File: src/rtl/instruction_issue_unit_if.sv
// Handshake bundle between the issue unit, its program memory and the core.
// Optional perf-counter outputs exist only when ISSUE_PERF_COUNTERS_EN is defined.
interface instruction_issue_unit_if #(
  parameter int INSTRUCTION_WIDTH = 32,
  parameter int ADDR_WIDTH        = 16
);
  logic                         runStart;
  logic [ADDR_WIDTH-1:0]        programLength;
  logic [ADDR_WIDTH-1:0]        memAddr;
  logic [INSTRUCTION_WIDTH-1:0] memData;
  logic [INSTRUCTION_WIDTH-1:0] instructionIn;
  logic                         start;
  logic                         busy;
  logic                         running;
  logic                         done;
`ifdef ISSUE_PERF_COUNTERS_EN
  logic [31:0]                  cycleCount;
  logic [ADDR_WIDTH-1:0]        issuedCount;

  modport master (
    input  runStart, programLength, memData, busy,
    output memAddr, instructionIn, start, running, done, cycleCount, issuedCount
  );
  modport slave (
    output runStart, programLength, memData, busy,
    input  memAddr, instructionIn, start, running, done, cycleCount, issuedCount
  );
`else
  modport master (
    input  runStart, programLength, memData, busy,
    output memAddr, instructionIn, start, running, done
  );
  modport slave (
    output runStart, programLength, memData, busy,
    input  memAddr, instructionIn, start, running, done
  );
`endif
endinterface

File: src/rtl/instruction_issue_unit.sv
// Sequences a program from synchronous-read memory into the core's start/busy handshake.
// Define ISSUE_PERF_COUNTERS_EN to add saturating cycleCount / issuedCount outputs.
module instruction_issue_unit #(
  parameter int INSTRUCTION_WIDTH = 32,
  parameter int ADDR_WIDTH        = 16
) (
  input  logic                      clk,
  input  logic                      reset,
  instruction_issue_unit_if.master  bus
);

  typedef enum logic [2:0] {
    S_IDLE,
    S_FETCH,
    S_ISSUE,
    S_DRAIN,
    S_DONE
  } state_e;

  state_e                       state_q, state_d;
  logic [ADDR_WIDTH-1:0]        pc_q, pc_d;
  logic [ADDR_WIDTH-1:0]        length_q, length_d;
  logic [ADDR_WIDTH-1:0]        mem_addr_q, mem_addr_d;
  logic [INSTRUCTION_WIDTH-1:0] instr_q, instr_d;

  logic [ADDR_WIDTH-1:0]        pc_inc;
  logic                         run_accept;
  logic                         issue_accept;

  assign pc_inc       = pc_q + ADDR_WIDTH'(1);
  assign run_accept   = ((state_q == S_IDLE) || (state_q == S_DONE)) && bus.runStart;
  assign issue_accept = (state_q == S_ISSUE) && !bus.busy;

  // NOTE: every always_comb output gets its hold value first so no path leaves it unassigned (no latch).
  always_comb begin
    state_d    = state_q;
    pc_d       = pc_q;
    length_d   = length_q;
    mem_addr_d = mem_addr_q;
    instr_d    = instr_q;

    unique case (state_q)
      S_IDLE, S_DONE: begin
        if (bus.runStart) begin
          length_d   = bus.programLength;
          pc_d       = '0;
          mem_addr_d = '0;
          state_d    = (bus.programLength == '0) ? S_DONE : S_FETCH;
        end
      end
      S_FETCH: begin
        // Address was presented last cycle, so read data is valid on this edge.
        instr_d = bus.memData;
        state_d = S_ISSUE;
      end
      S_ISSUE: begin
        if (!bus.busy) begin
          pc_d = pc_inc;
          if (pc_inc == length_q) begin
            state_d = S_DRAIN;
          end else begin
            mem_addr_d = pc_inc;
            state_d    = S_FETCH;
          end
        end
      end
      S_DRAIN: begin
        // Entry edge never counts, so a busy raised right after the last accept is observed.
        if (!bus.busy) state_d = S_DONE;
      end
      default: state_d = S_IDLE;
    endcase
  end

  // NOTE: state registers use non-blocking assignments so all flops update from pre-edge values.
  always_ff @(posedge clk) begin
    if (!reset) begin
      state_q    <= S_IDLE;
      pc_q       <= '0;
      length_q   <= '0;
      mem_addr_q <= '0;
      instr_q    <= '0;
    end else begin
      state_q    <= state_d;
      pc_q       <= pc_d;
      length_q   <= length_d;
      mem_addr_q <= mem_addr_d;
      instr_q    <= instr_d;
    end
  end

  assign bus.memAddr       = mem_addr_q;
  assign bus.instructionIn = instr_q;
  assign bus.start         = (state_q == S_ISSUE);
  assign bus.running       = (state_q == S_FETCH) || (state_q == S_ISSUE) || (state_q == S_DRAIN);
  assign bus.done          = (state_q == S_DONE);

`ifdef ISSUE_PERF_COUNTERS_EN
  logic [31:0]           cycle_count_q, cycle_count_d;
  logic [ADDR_WIDTH-1:0] issued_count_q, issued_count_d;

  always_comb begin
    cycle_count_d  = cycle_count_q;
    issued_count_d = issued_count_q;
    if (run_accept) begin
      cycle_count_d  = '0;
      issued_count_d = '0;
    end else begin
      if (bus.running && (cycle_count_q != '1)) cycle_count_d = cycle_count_q + 32'd1;
      if (issue_accept && (issued_count_q != '1)) issued_count_d = issued_count_q + ADDR_WIDTH'(1);
    end
  end

  always_ff @(posedge clk) begin
    if (!reset) begin
      cycle_count_q  <= '0;
      issued_count_q <= '0;
    end else begin
      cycle_count_q  <= cycle_count_d;
      issued_count_q <= issued_count_d;
    end
  end

  assign bus.cycleCount  = cycle_count_q;
  assign bus.issuedCount = issued_count_q;
`else
  // Accept strobes only feed the counters; keep them referenced in the base build.
  logic unused_accepts;
  assign unused_accepts = run_accept ^ issue_accept;
`endif

endmodule

File: src/flat_wrapper.sv
// flat-port wrapper written by rule: the top's interface ports become plain ports
module instruction_issue_unit_flat 
#(
  parameter int INSTRUCTION_WIDTH = 32,
  parameter int ADDR_WIDTH        = 16
)
  (clk, reset, bus_runStart, bus_programLength, bus_memData, bus_busy, bus_memAddr, bus_instructionIn, bus_start, bus_running, bus_done);
  instruction_issue_unit_if #(.INSTRUCTION_WIDTH(INSTRUCTION_WIDTH), .ADDR_WIDTH(ADDR_WIDTH)) bus_i ();
  input  logic clk;
  input  logic reset;
  input wire logic [$bits(bus_i.runStart)-1:0] bus_runStart;
  input wire logic [$bits(bus_i.programLength)-1:0] bus_programLength;
  input wire logic [$bits(bus_i.memData)-1:0] bus_memData;
  input wire logic [$bits(bus_i.busy)-1:0] bus_busy;
  output wire logic [$bits(bus_i.memAddr)-1:0] bus_memAddr;
  output wire logic [$bits(bus_i.instructionIn)-1:0] bus_instructionIn;
  output wire logic [$bits(bus_i.start)-1:0] bus_start;
  output wire logic [$bits(bus_i.running)-1:0] bus_running;
  output wire logic [$bits(bus_i.done)-1:0] bus_done;
  assign bus_i.runStart = bus_runStart;
  assign bus_i.programLength = bus_programLength;
  assign bus_i.memData = bus_memData;
  assign bus_i.busy = bus_busy;
  assign bus_memAddr = bus_i.memAddr;
  assign bus_instructionIn = bus_i.instructionIn;
  assign bus_start = bus_i.start;
  assign bus_running = bus_i.running;
  assign bus_done = bus_i.done;
  instruction_issue_unit #(.INSTRUCTION_WIDTH(INSTRUCTION_WIDTH), .ADDR_WIDTH(ADDR_WIDTH)) u_core (.clk(clk), .reset(reset), .bus(bus_i));
endmodule
File: config.mk
export PLATFORM = sky130hd
export DESIGN_NAME = instruction_issue_unit_flat
export DESIGN_NICKNAME = d
export VERILOG_FILES = /design/src/rtl/instruction_issue_unit_if.sv /design/src/rtl/instruction_issue_unit.sv /design/src/flat_wrapper.sv
export SDC_FILE = /design/constraint.sdc
export NUM_CORES = 1
export LEC_CHECK = 0
export ABC_AREA = 0
export BUFFER_PORTS_ARGS = -buffer_cell sky130_fd_sc_hd__buf_2
export CORE_MARGIN = 2
export CORE_UTILIZATION = 50
export CTS_BUF_LIST = sky130_fd_sc_hd__clkbuf_16
export CTS_CLUSTER_SIZE = 30
export DETAILED_ROUTE_END_ITERATION = 10
export PLACE_DENSITY = 0.77
export SETUP_SLACK_MARGIN = 0.2
export SYNTH_ARGS = -nofsm -noshare
export SYNTH_HDL_FRONTEND = slang
export SYNTH_SLANG_ARGS = --single-unit
File: constraint.sdc
create_clock -name clk -period 5.61 [get_ports clk]
set_input_delay 0.561 -clock clk [delete_from_list [all_inputs] [get_ports clk]]
set_output_delay 0.561 -clock clk [all_outputs]
set_load 0.005 [all_outputs]
==> results_dict.tcl, run 1 <==
set metrics [dict create \
    coreArea_um2 8180 \
    drtIter0Drc 329 \
    drt_wl_total_um 11000 \
    total_power_uw 1470 \
    yosysWarnings 0 \
    crit_fanout 11 \
    crit_type "flip-flop to flip-flop" \
    setup-tns-final_ns 0 \
    p_switching_uw 415 \
    die_w_um 95.8 \
    setup_viol 0 \
    dp_hpwl_um 7770 \
    final_util 0.609 \
    hold_buffers 0 \
    drt-met1-wl_um 5010 \
    startpoint_type "flip-flop" \
    io_pins 103 \
    fin_ws_ns 2.05 \
    hold_path.class "flip-flop to flip-flop" \
    dpl_worst_slack_ns 2.07 \
    synth-compound-area-share 0.211 \
    clk_path_buf_depth 2 \
    rsz0062_at_grt "no" \
    cts_resized 0 \
    end_kind "flip-flop" \
    synth_common_cells "nand2_1 (124), dfxtp_1 (83), a21oi_1 (72), nor2_1 (34), clkbuf_1 (28)" \
    async_reset_ff_frac 0 \
    drive_gt1_frac 0.238 \
    synth_fa_ha_area_frac 0.00297 \
    swShare 0.283 \
    cts_sinks 83 \
    grt_pass1_wl_um 17200 \
    fill_cells 765 \
    fin_nets 656 \
    syn_avg_cell_area_um2 7.95 \
    max-slew-margin-rel 0.210 \
    wl_met2_um 5090 \
    vias_per_cell 5.60 \
    first_global_vias 3558 \
    initial_core_util 0.515 \
    h-tree-depth 3 \
    clkPwrFrac 0.409 \
    netlist_top_cells_area "dfxtp_1 (39%), nand2_1 (11%), a21oi_1 (8.6%)" \
    crit_required_ns 5.89 \
    cp_slowest_cell "nor2_1" \
    place_area_um2 4680 \
    synthFlopType "dfxtp_1" \
    dieHeight_um 95.8 \
    vias 3996 \
    max_freq_mhz 281 \
    fin_area_um2 4980 \
    area_delta_synth_final_pct 18.2 \
    synth_seq_cells 83 \
    rows 33 \
    status "finished, final reports clean" \
    synth_edf_count 0 \
    synthXorXnorAreaFrac 0.0553 \
    max_stage_delay_ns 0.92 \
    post_cts_buffers 0 \
    post_drt_wl_per_cell_um 15.4 \
    synth.cell_area_um2 4210 \
    cap_viol_max_count 0 \
    synth.most_common_cell "nand2_1" \
    antenna_found_initial 0 \
    wl_met3_um 685 \
    top_layer "met4" \
    tritoncts "yes" \
    drt_first_pass_iters 6 \
    finClkSkew_ns 0.00747 \
    hold_violations 0 \
    io_buffers 102 \
    ys_seq_area_frac 0.395 \
    pwr-share-seq 0.441 \
    clkLatencyLatePin_ns 0.34 \
    cts_root_buf "clkbuf_16" \
    yosysUniqueCellTypes 60 \
    globalRoute.totalOverflow 0 \
    yosysTopAreaCellShare 0.395 \
    diodes 0 \
    fin_crit_sh 0.634 \
    synth_top_family_by_area "simple AND/OR/NAND/NOR gates" \
    crit_chain "ha_1, nand3_2, or4_1, xnor2_1, o21ai_0, o2111ai_2, nor2_1, o21a_1" \
    cts-buffers-inserted 9 \
    synth_nets 583 \
    yosys-mux-area-fraction 0.0119 \
    p_leak_uw 0.00206 \
    irDropWorstVdd_v 0.000179 \
    synthSimpleGateAreaFrac 0.275 \
    min_period_ns 3.56 \
    cp.arrival_ns 3.84 \
    gp_congestion 0.935 \
    final-max-slew-violation-count 0 \
    p_int_uw 1050 \
    synthCells 530 \
    drc_errors 0 \
    comb_power_share 0.149 \
    drt.antenna.violating_nets 0 \
    grt_max_degree 68 \
    yosysTopAreaCell "dfxtp_1" \
    grt_usage 0.241 \
    powerDensity_nw_per_um2 295 \
    dieArea_um2 9170 \
    max_slew.worst_pin.slew_ns 1.18 \
    path_clk_slew_ns 0.06 \
]
[power groups by stage]
| stage | sequential, µW | clock [µW] | combinational (µW) |
|---|---|---|---|
| after floorplan | 657 | 0 | 143 |
| after global placement | 659 | 0 | 214 |
| after detailed placement | 660 | 0 | 217 |
| after CTS | 648 | 608 | 219 |
| after global routing | 652 | 629 | 245 |
| final | 648 | 601 | 219 |
[worst max-delay path: cells and delay by family, from the launching register on]
family	cells	cell delay, ns
adders and majority gates	1	0.38
DFF	1	0.44
xor gates and xnor gates	1	0.15
and+or+nand+nor	3	1.79
AOI/OAI and AO/OA	3	0.73
[flip-flops by register name, indices dropped and copies added (netlist names)]
register / flops
u_core.bus.instructionIn: 32
u_core.bus.memAddr: 16
u_core.length_q: 16
u_core.pc_q: 16
u_core.state_q: 3
[metal layers]
metal | GRT usage | up-vias
li1 | - | 1968
met1 | 0.339 | 1855
met2 | 0.374 | 158
met3 | 0.0337 | 15
met4 | 0.0964 | 0
met5 | 0 | -
[through the flow]
step,hold WS (ns),instances
6_report,0.452,713
5_1_grt,0.461,713
4_1_cts,0.450,713
3_5_place_dp,0.444,697
3_3_place_gp,0.439,697
2_1_floorplan,0.448,530
[cell families after synthesis]
kind of cell | count (synthesis)
and+or+nand+nor | 240
AOI/OAI and AO/OA | 129
DFF | 83
buffers and inverters | 47
xor gates and xnor gates | 25
muxes | 5
adders and majority gates | 1
[final cells by class]
class | count | area (µm²) | share of cell area
Multi-Input combinational cell | 400 | 2350 | 0.471
Sequential cell | 83 | 1660 | 0.334
Timing Repair Buffer | 103 | 518 | 0.104
Clock buffer | 9 | 225 | 0.0452
Tap cell | 105 | 131 | 0.0264
Clock inverter | 7 | 75.1 | 0.0151
Inverter | 6 | 22.5 | 0.00452
[placed cells by master (no fill, tap or decap), types with 4 or more instances in the layout]
| master | instances |
|---|---|
| nand2_1 | 124 |
| buf_2 | 102 |
| dfxtp_1 | 83 |
| a21oi_1 | 72 |
| nor2_1 | 33 |
| o21ai_0 | 16 |
| xnor2_1 | 15 |
| and2_1 | 14 |
| o2bb2ai_2 | 10 |
| nand3_1 | 9 |
| xor2_1 | 9 |
| clkbuf_16 | 9 |
| nor4_1 | 8 |
| nand2b_1 | 7 |
| and3_1 | 6 |
| nor3_1 | 6 |
| inv_1 | 5 |
| mux2i_1 | 5 |
| nand4_1 | 5 |
| a31oi_1 | 4 |
[worst paths after layout]
check	start	end	slack, ns	cells after the start
max	u_core.pc_q[0]	u_core.state_q[1]	2.05	8
min	u_core.bus.instructionIn[24]	u_core.bus.instructionIn[24]	0.45	2
max reg2reg	u_core.pc_q[0]	u_core.state_q[1]	2.05	8
min reg2reg	u_core.bus.instructionIn[24]	u_core.bus.instructionIn[24]	0.45	2
Note: power is estimated with default switching activity, not from simulation.
==> run 2: changes to the inputs <==
--- a/config.mk
+++ b/config.mk
@@ -5,14 +5,14 @@
 export SDC_FILE = /design/constraint.sdc
 export NUM_CORES = 1
 export LEC_CHECK = 0
-export ABC_AREA = 0
+export ABC_AREA = 1
 export BUFFER_PORTS_ARGS = -buffer_cell sky130_fd_sc_hd__buf_2
 export CORE_MARGIN = 2
 export CORE_UTILIZATION = 50
 export CTS_BUF_LIST = sky130_fd_sc_hd__clkbuf_16
 export CTS_CLUSTER_SIZE = 30
 export DETAILED_ROUTE_END_ITERATION = 10
-export PLACE_DENSITY = 0.77
+export PLACE_DENSITY = 0.78
 export SETUP_SLACK_MARGIN = 0.2
 export SYNTH_ARGS = -nofsm -noshare
 export SYNTH_HDL_FRONTEND = slang
==> constraint.sdc (replaced) <==
create_clock -name clk -period 3.6 [get_ports clk]
set_input_delay 0.36 -clock clk [delete_from_list [all_inputs] [get_ports clk]]
set_output_delay 0.36 -clock clk [all_outputs]
set_load 0.005 [all_outputs]
==> results_dict.tcl, run 2 <==
set metrics [dict create \
    clkLatencyLatePin_ns 0.33 \
    total_power_uw 2790 \
    cp_num_buf_inv 0 \
    syn_avg_cell_area_um2 6.97 \
    fill_cells 721 \
    p_leak_uw 0.00219 \
    post_cts_buffers 0 \
    hold_path.class "input port to flip-flop" \
    drt_first_pass_iters 4 \
    synth_seq_cells 83 \
    cp_common_cell "nand2_1" \
    r2r_start "u_core.pc_q[0]" \
    mostFrequentLayoutCell "nand2_1" \
    die_w_um 92.7 \
    yosysUniqueCellTypes 28 \
    min_path_cells 3 \
    hold_path_end "u_core.length_q[2]" \
    globalRoute.totalOverflow 0 \
    powerDensity_nw_per_um2 581 \
    holdCritStartpoint "bus_programLength[2]" \
    crit_chain "ha_1, nand2_1, nor2_4, nand2_2, nor2_1, nand2_1, nand2_1, nand2_1, nand2_1, nand2_1, nor2_2, nand3_2, nand2_2, nand2_1, a21oi_1" \
    drt.antenna.violating_nets 0 \
    use_met3 0.0627 \
    crit_type "flip-flop to flip-flop" \
    grtUsageMet2 0.409 \
    worst_r2r_path_depth 15 \
    max_freq_mhz 364 \
    grt_pass1_wl_um 16100 \
    cts-buffers-inserted 9 \
    hold_buffers 0 \
    async_reset_ff_frac 0 \
    fin_crit_sh 0.763 \
    grt_max_degree 76 \
    ys_seq_area_frac 0.423 \
    path_clk_slew_ns 0.06 \
    yosysTopAreaCellShare 0.423 \
    cp_top_family "simple AND/OR/NAND/NOR gates" \
    gp_congestion 0.910 \
    tritoncts "yes" \
    cp.arrival_ns 3.01 \
    dieArea_um2 8590 \
    antenna_found_initial 0 \
    crit_required_ns 3.86 \
    finClkSkew_ns 0.00493 \
    h-tree-depth 3 \
    drive_gt1_frac 0.223 \
    grt_usage 0.230 \
    synthFlopType "dfxtp_1" \
    dieHeight_um 92.7 \
    cts_sinks 83 \
    final-max-slew-violation-count 0 \
    diodes 0 \
    drc_errors 0 \
    vias 3909 \
    fin_nets 707 \
    cts_root_buf "clkbuf_16" \
    synth_nets 617 \
    synthCells 564 \
    layout_common_cells "nand2_1 (105), buf_2 (102), dfxtp_1 (83)" \
    initial_core_util 0.511 \
    yosysTopAreaCell "dfxtp_1" \
    hold_violations 0 \
    drt_wl_total_um 9430 \
    irDropWorstVdd_v 0.000333 \
    io_buffers 102 \
    status "finished, final reports clean" \
    area_delta_synth_final_pct 22.0 \
    largest_reg_flops 32 \
    end_kind "flip-flop" \
    post_drt_wl_per_cell_um 12.4 \
    cp_slowest_cell "nand3_2" \
    r2r_slack_ns 0.85 \
    first_global_vias 3660 \
    setup-tns-final_ns 0 \
    max-slew-margin-rel 0.340 \
    cap_viol_max_count 0 \
    r2r_end "u_core.bus.memAddr[4]" \
    min_period_ns 2.75 \
    rows 32 \
    max_slew.worst_pin.slew_ns 0.988 \
    clk_path_buf_depth 2 \
    crit_cells 15 \
    synth.most_common_cell "nand2_1" \
    dp_hpwl_um 6710 \
    coreArea_um2 7690 \
    grt-busiest-layer "met2" \
    setup_viol 0 \
    cts_resized 0 \
    synth_common_cells "nand2_1 (105), dfxtp_1 (83), inv_1 (80), a21oi_1 (68), o21ai_0 (62)" \
    synth_edf_count 0 \
    io_pins 103 \
    crit_fanout 29 \
    startpoint_type "flip-flop" \
    netlist_top_cells_area "dfxtp_1 (42%), nand2_1 (10%), a21oi_1 (8.7%)" \
    yosysWarnings 0 \
    vias_per_cell 5.14 \
    drtIter0Drc 153 \
    rsz0062_at_grt "no" \
    use_met1 0.266 \
    max_stage_delay_ns 0.52 \
    synth.cell_area_um2 3930 \
]
run 2: power breakdown:
part           leakage (µW)  switching (µW)  internal, µW
Clock              0.000145             366           534
Combinational       0.00136             408           286
Sequential         0.000683             119          1070
run 2: layer usage:
| metal | share of wire | vias to the layer above |
|---|---|---|
| li1 | - | 2018 |
| met1 | 0.41 | 1767 |
| met2 | 0.51 | 112 |
| met3 | 0.070 | 12 |
| met4 | 0.015 | 0 |
| met5 | 0 | - |
run 2: worst reg2reg max path, stage by stage, from the launching register on:
cell     delay [ns]
dfxtp_1        0.43
ha_1           0.23
nand2_1        0.13
nor2_4         0.20
nand2_2        0.08
nor2_1         0.08
nand2_1        0.07
nand2_1        0.09
nand2_1        0.05
nand2_1        0.06
nand2_1        0.06
nor2_2         0.11
nand3_2        0.52
nand2_2        0.33
nand2_1        0.08
a21oi_1        0.14
run 2: worst max path at each step:
stage,from,end,slack [ns]
after global routing,u_core.pc_q[0],u_core.bus.memAddr[1],0.45
after detailed placement,u_core.pc_q[0],u_core.bus.memAddr[2],0.92
final,u_core.pc_q[0],u_core.bus.memAddr[4],0.85
after CTS,u_core.pc_q[0],u_core.bus.memAddr[4],0.87
after global placement,u_core.pc_q[0],u_core.bus.memAddr[0],1.06
after floorplan,u_core.pc_q[0],u_core.bus.memAddr[10],1.62
run 2: kinds of logic after synthesis:
group,share of synthesized area
and+or+nand+nor,0.261
AOI/OAI and AO/OA,0.198
buffers and inverters,0.111
DFF,0.423
xor gates and xnor gates,0.00446
adders and majority gates,0.00318
run 2: final cells by class:
type,instances,area [µm²],share of cell area
multi-input cells,370,1850,0.385
flip-flops and latches,83,1660,0.346
well taps,102,128,0.0266
repair buffers,106,553,0.115
inverters,84,315,0.0657
clock inverters,7,67.6,0.0141
clock buffers,9,225,0.0469
run 2: through the flow:
| step | cells | hold WS [ns] | setup slack, ns | utilization | area, µm² |
|---|---|---|---|---|---|
| finish | 761 | 0.278 | 0.852 | 0.624 | 4800 |
| global route | 761 | 0.290 | 0.454 | 0.624 | 4800 |
| CTS | 761 | 0.268 | 0.866 | 0.624 | 4800 |
| detailed placement | 745 | 0.435 | 0.915 | 0.586 | 4500 |
| global placement | 745 | 0.428 | 1.06 | 0.586 | 4500 |
| floorplan | 564 | 0.440 | 1.62 | - | 3930 |
